**src/rtl/rst_seq_if.sv**
```systemverilog
// rst_seq_if: lock/soft-reset inputs and staged reset outputs of the reset sequencer
interface rst_seq_if #(
    parameter int LOSS_CNT_W = 8
);
    logic                  i_locked;
    logic                  i_sw_rst;
    logic                  o_rst_core;
    logic                  o_rst_periph;
    logic                  o_ready;
    logic [2:0]            o_state;
    logic [LOSS_CNT_W-1:0] o_lock_loss_cnt;

    modport master (
        output i_locked, i_sw_rst,
        input  o_rst_core, o_rst_periph, o_ready, o_state, o_lock_loss_cnt
    );

    modport slave (
        input  i_locked, i_sw_rst,
        output o_rst_core, o_rst_periph, o_ready, o_state, o_lock_loss_cnt
    );
endinterface

```
**src/rtl/rst_seq.sv**
```systemverilog
// rst_seq: staged core/peripheral reset release after MMCM lock is stable, with lock-loss and soft-reset handling
module rst_seq #(
    parameter int SYNC_STAGES           = 2,
    parameter int LOCK_STABLE_CYCLES    = 1024,
    parameter int CORE_TO_PERIPH_CYCLES = 16,
    parameter int SW_RST_CYCLES         = 8,
    parameter int LOSS_CNT_W            = 8
) (
    input logic      i_clk,
    input logic      i_reset,
    rst_seq_if.slave b
);
    localparam int MAX_A   = LOCK_STABLE_CYCLES > CORE_TO_PERIPH_CYCLES ? LOCK_STABLE_CYCLES : CORE_TO_PERIPH_CYCLES;
    localparam int MAX_CNT = MAX_A > SW_RST_CYCLES ? MAX_A : SW_RST_CYCLES;
    localparam int CW      = $clog2(MAX_CNT + 1);
    localparam logic [LOSS_CNT_W-1:0] LOSS_MAX = '1;

    typedef enum logic [2:0] {
        WAIT_LOCK = 3'd0,
        STABLE    = 3'd1,
        REL_CORE  = 3'd2,
        RUN       = 3'd3,
        SW_RST    = 3'd4
    } state_t;

    state_t                 state, nxt;
    logic [CW-1:0]          cnt;
    logic [SYNC_STAGES-1:0] sync;
    logic                   locked_s;
    logic                   loss;

    assign locked_s = sync[SYNC_STAGES-1];

    // bring the asynchronous lock indication into the generated clock domain
    always_ff @(posedge i_clk or posedge i_reset)
        if (i_reset) sync <= '0;
        else         sync <= {sync[SYNC_STAGES-2:0], b.i_locked};

    // next state; lock loss outranks the software request
    always_comb begin
        loss = !locked_s && (state == REL_CORE || state == RUN || state == SW_RST);
        case (state)
            WAIT_LOCK: nxt = locked_s ? STABLE : WAIT_LOCK;
            STABLE:    nxt = !locked_s ? WAIT_LOCK : (cnt == CW'(LOCK_STABLE_CYCLES - 1)) ? REL_CORE : STABLE;
            REL_CORE:  nxt = loss ? WAIT_LOCK : (cnt == CW'(CORE_TO_PERIPH_CYCLES - 1)) ? RUN : REL_CORE;
            RUN:       nxt = loss ? WAIT_LOCK : b.i_sw_rst ? SW_RST : RUN;
            SW_RST:    nxt = loss ? WAIT_LOCK : (cnt == CW'(SW_RST_CYCLES - 1)) ? REL_CORE : SW_RST;
            default:   nxt = WAIT_LOCK;
        endcase
    end

    // state, shared counter and outputs decoded from next state so they move on the same edge
    always_ff @(posedge i_clk or posedge i_reset)
        if (i_reset) begin
            state             <= WAIT_LOCK;
            cnt               <= '0;
            b.o_rst_core      <= 1'b1;
            b.o_rst_periph    <= 1'b1;
            b.o_ready         <= 1'b0;
            b.o_state         <= 3'd0;
            b.o_lock_loss_cnt <= '0;
        end else begin
            state             <= nxt;
            cnt               <= (nxt != state || state == WAIT_LOCK || state == RUN) ? '0 : cnt + 1'b1;
            b.o_rst_core      <= !(nxt == REL_CORE || nxt == RUN);
            b.o_rst_periph    <= nxt != RUN;
            b.o_ready         <= nxt == RUN;
            b.o_state         <= nxt;
            if (loss && b.o_lock_loss_cnt != LOSS_MAX)
                b.o_lock_loss_cnt <= b.o_lock_loss_cnt + 1'b1;
        end
endmodule

```
**src/flat_wrapper.sv**
```systemverilog
// flat-port wrapper written by rule: the top's interface ports become plain ports
module rst_seq_flat 
#(
    parameter int SYNC_STAGES           = 2,
    parameter int LOCK_STABLE_CYCLES    = 1024,
    parameter int CORE_TO_PERIPH_CYCLES = 16,
    parameter int SW_RST_CYCLES         = 8,
    parameter int LOSS_CNT_W            = 8
)
  (i_clk, i_reset, b_i_locked, b_i_sw_rst, b_o_rst_core, b_o_rst_periph, b_o_ready, b_o_state, b_o_lock_loss_cnt);
  rst_seq_if #(.LOSS_CNT_W(LOSS_CNT_W)) b_i ();
  input logic i_clk;
  input logic i_reset;
  input wire logic [$bits(b_i.i_locked)-1:0] b_i_locked;
  input wire logic [$bits(b_i.i_sw_rst)-1:0] b_i_sw_rst;
  output wire logic [$bits(b_i.o_rst_core)-1:0] b_o_rst_core;
  output wire logic [$bits(b_i.o_rst_periph)-1:0] b_o_rst_periph;
  output wire logic [$bits(b_i.o_ready)-1:0] b_o_ready;
  output wire logic [$bits(b_i.o_state)-1:0] b_o_state;
  output wire logic [$bits(b_i.o_lock_loss_cnt)-1:0] b_o_lock_loss_cnt;
  assign b_i.i_locked = b_i_locked;
  assign b_i.i_sw_rst = b_i_sw_rst;
  assign b_o_rst_core = b_i.o_rst_core;
  assign b_o_rst_periph = b_i.o_rst_periph;
  assign b_o_ready = b_i.o_ready;
  assign b_o_state = b_i.o_state;
  assign b_o_lock_loss_cnt = b_i.o_lock_loss_cnt;
  rst_seq #(.SYNC_STAGES(SYNC_STAGES), .LOCK_STABLE_CYCLES(LOCK_STABLE_CYCLES), .CORE_TO_PERIPH_CYCLES(CORE_TO_PERIPH_CYCLES), .SW_RST_CYCLES(SW_RST_CYCLES), .LOSS_CNT_W(LOSS_CNT_W)) u_core (.i_clk(i_clk), .i_reset(i_reset), .b(b_i));
endmodule
```
**config.mk**
```make
export PLATFORM = sky130hd
export DESIGN_NAME = rst_seq_flat
export DESIGN_NICKNAME = d
export VERILOG_FILES = /design/src/rtl/rst_seq_if.sv /design/src/rtl/rst_seq.sv /design/src/flat_wrapper.sv
export SDC_FILE = /design/constraint.sdc
export NUM_CORES = 1
export LEC_CHECK = 0
export CORE_MARGIN = 2
export CORE_UTILIZATION = 35
export CTS_CLUSTER_DIAMETER = 120
export DETAILED_ROUTE_END_ITERATION = 12
export GPL_TIMING_DRIVEN = 1
export MAX_ROUTING_LAYER = met4
export PLACE_DENSITY = 0.66
export SYNTH_ARGS = -nofsm -noshare
export SYNTH_HDL_FRONTEND = slang
export SYNTH_SLANG_ARGS = --single-unit
```
**constraint.sdc**
```tcl
create_clock -name i_clk -period 2.5 [get_ports i_clk]
set_input_delay 0.5 -clock i_clk [delete_from_list [all_inputs] [get_ports i_clk]]
set_output_delay 0.5 -clock i_clk [all_outputs]
set_load 0.05 [all_outputs]
```
==> flow_metrics.env <==
export IMPL_grt_antenna_before_repair=0
export IMPL_synth_ff_type="dfrtp_1"
export IMPL_worstMarginPinSlew_ns=0.521
export IMPL_cp_required_ns=2.64
export IMPL_final_area_sq_mm=0.00162
export IMPL_finalHoldViolations=0
export IMPL_first_global_vias=1006
export IMPL_cts_sinks=27
export IMPL_die_w_um=64.8
export IMPL_coreArea_sq_mm=0.00361
export IMPL_timing_fmax_mhz=429
export IMPL_final_antenna_net_count=0
export IMPL_synthToLayoutAreaGrowth_pct=25.1
export IMPL_crit_type="flip-flop to flip-flop"
export IMPL_seqPwrFrac=0.607
export IMPL_intPower_uw=571
export IMPL_final_fill_count=360
export IMPL_p_per_area_mw_per_mm2=452
export IMPL_use_met2=0.218
export IMPL_stdcell_count=191
export IMPL_drtPass1Iterations=4
export IMPL_met1_usage=0.162
export IMPL_drv_slew=0
export IMPL_endpoint_kind="flip-flop"
export IMPL_clkLatencyLatePin_ns=0.27
export IMPL_post_cts_buffers=0
export IMPL_die_height_um=64.8
export IMPL_clockBufferDepth=2
export IMPL_dpl_cell_count=187
export IMPL_grt_pass1_wl_mm=4.32
export IMPL_finalCritPeriodShare=0.932
export IMPL_initial_utilization=0.359
export IMPL_p_comb_frac=0.060
export IMPL_met3_usage=0.0174
export IMPL_fin_skew_ns=0.00184
export IMPL_power_uw=732
export IMPL_ctsHoldBuffers=0
export IMPL_ys_warn_count=0
export IMPL_seq_area_frac_synth=0.524
export IMPL_hold_ws_ns=0.360
export IMPL_startpoint_type="flip-flop"
export IMPL_grt_ovfl_total=0
export IMPL_grt_setup_unrepaired="no"
export IMPL_dieArea_sq_mm=0.00420
export IMPL_swShare=0.220
export IMPL_wl_per_cell_um=12.9
export IMPL_ys_types=35
export IMPL_p_leak_uw=0.000698
export IMPL_dr_total_vias=949
export IMPL_h_tree_depth=1
export IMPL_cts_made_buffers=3
export IMPL_async_flop_share=1.00
export IMPL_io_pins=18
export IMPL_port_buffers=17
export IMPL_setup_violations=0
export IMPL_placed_cell_area_sq_mm=0.00156
export IMPL_diodes=0
export IMPL_routed_wl_mm=2.46
export IMPL_grt_util_all_layers=0.135
export IMPL_vias_per_cell=4.97
export IMPL_layout_nets=150
export IMPL_multi_input_area_sq_um=602
export IMPL_root_buffer="clkbuf_8"
export IMPL_crit_fanout=11
export IMPL_cts_clk_slew_worst_paths_ns=0.09
export IMPL_synth_cell_area_sq_mm=0.00129
export IMPL_grt_max_degree=28
export IMPL_clkPwrFrac=0.334
export IMPL_synth_seq_cells=27
export IMPL_drtIter0Drc=31
export IMPL_syn_num_nets=124
export IMPL_synth_edff_count=0
export IMPL_drc=0
export IMPL_seq_area_sq_um=678
export IMPL_maxCapViolations=0
export IMPL_gp_congestion=0.787
export IMPL_cts_tree="done"
export IMPL_irDropWorstVdd_mv=0.185
export IMPL_dp_hpwl_mm=1.78
export IMPL_cp_arrival_ns=2.47
export IMPL_drive_above_1_share=0.140
export IMPL_finalCriticalPeriod_ns=2.33
export IMPL_p_sw_uw=161
export IMPL_syn_area_per_cell_sq_um=11.0
export IMPL_top_usage_layer="met2"
export IMPL_hp_class="flip-flop to flip-flop"
export IMPL_core_rowCount=22
export IMPL_synth_cells=118
export IMPL_relSlewSlack=0.653
export IMPL_outcome="complete, no violations"
cells in the mapped netlist, types with 2 or more instances:
master | count | share of area
and2_1 | 4 | 0.019
and3_1 | 5 | 0.024
dfrtp_1 | 25 | 0.48
dfstp_2 | 2 | 0.041
ha_1 | 2 | 0.019
inv_1 | 3 | 0.0087
nand2_1 | 7 | 0.020
nand2b_1 | 2 | 0.0097
nand3_1 | 4 | 0.015
nand4_1 | 4 | 0.019
nor2_1 | 7 | 0.020
nor3_1 | 12 | 0.046
nor4_1 | 2 | 0.0097
or4_4 | 2 | 0.017
xnor2_1 | 11 | 0.074
xor2_1 | 7 | 0.047
flip-flops by register name, summed over array words and instances (netlist names):
register	count
u_core.b.o_state	3
u_core.b.o_lock_loss_cnt	8
u_core.b.o_ready	1
u_core.b.o_rst_periph	1
u_core.sync	2
u_core.cnt	11
u_core.b.o_rst_core	1
per-stage QoR:
stage          setup WS [ns]  setup TNS [ns]   util
2_1_floorplan          0.190               0      -
3_3_place_gp          0.0368               0  0.433
3_5_place_dp         -0.0499          -0.244  0.433
4_1_cts                0.154               0  0.447
5_1_grt               0.0381               0  0.449
6_report               0.170               0  0.449
power by group through the flow:
stage | clock [uW] | combinational, uW | sequential, uW
2_1_floorplan | 0 | 25.2 | 456
3_3_place_gp | 0 | 41.8 | 452
3_5_place_dp | 0 | 42.8 | 452
4_1_cts | 253 | 44.0 | 444
5_1_grt | 264 | 48.9 | 445
6_report | 244 | 43.6 | 444
worst paths after layout:
kind                                     start                          end  slack (ns)  depth (start not counted)
max in group asynchronous              i_reset          u_core.b.o_rst_core        1.64                          3
worst max register to register   u_core.cnt[6]                u_core.cnt[3]        0.17                          5
worst min-delay path            u_core.sync[0]               u_core.sync[1]        0.36                          0
min in group asynchronous              i_reset  u_core.b.o_lock_loss_cnt[1]        0.57                          3
worst max-delay path             u_core.cnt[6]                u_core.cnt[3]        0.17                          5
worst min register to register  u_core.sync[0]               u_core.sync[1]        0.36                          0
logic make-up (layout without fill, tap and decap cells):
group	after synthesis	in the layout	share of synthesized area
AOI/OAI and AO/OA	6	6	0.0435
and+or+nand+nor	58	58	0.261
DFF	27	27	0.524
buffers and inverters	6	31	0.0213
muxes	1	1	0.00870
xor gates and xnor gates	18	18	0.122
adders and majority gates	2	2	0.0193
routing by layer:
| metal | vias up | part of all wire | wire [um] |
|---|---|---|---|
| li1 | 465 | - | - |
| met1 | 459 | 0.47 | 1150 |
| met2 | 18 | 0.48 | 1170 |
| met3 | 7 | 0.024 | 59 |
| met4 | 0 | 0.032 | 79 |
| met5 | - | 0 | 0 |
worst max-delay path, cell delays in order (launching register included):
cell	delay, ns
dfrtp_1	0.42
or4_4	0.55
or4_4	0.53
o211ai_2	0.12
xor2_2	0.46
nor3_1	0.11
layout make-up:
class,count,area share
timing repair buffer,24,0.138
sequential,27,0.419
inverter,3,0.00696
multi-input combinational,85,0.372
tap,48,0.0371
clock buffer,4,0.0278
placed cells by master, fill, tap and decap left out, types with 2 or more instances in the layout:
cell type	netlist	routed
nor2_1	7	7
ha_1	2	2
nand4_1	4	4
buf_4	1	7
nand2_1	7	7
nor4_1	2	2
and3_1	5	5
and2_1	4	4
xor2_1	7	6
xnor2_1	11	11
nor3_1	12	12
inv_1	3	3
nand3_1	4	4
nand2b_1	2	2
dfrtp_1	25	25
or4_4	2	2
clkbuf_8	0	3
dfstp_2	2	2
clkdlybuf4s50_1	0	17
repair_timing:
action | 4_1_cts | 5_1_grt
setup endpoints to repair | 11 | 10
hold endpoints to repair | 0 | 0
gates cloned | 0 | 0
resized for setup | 1 | 1
No activity file was read; power rests on OpenSTA's default activity.
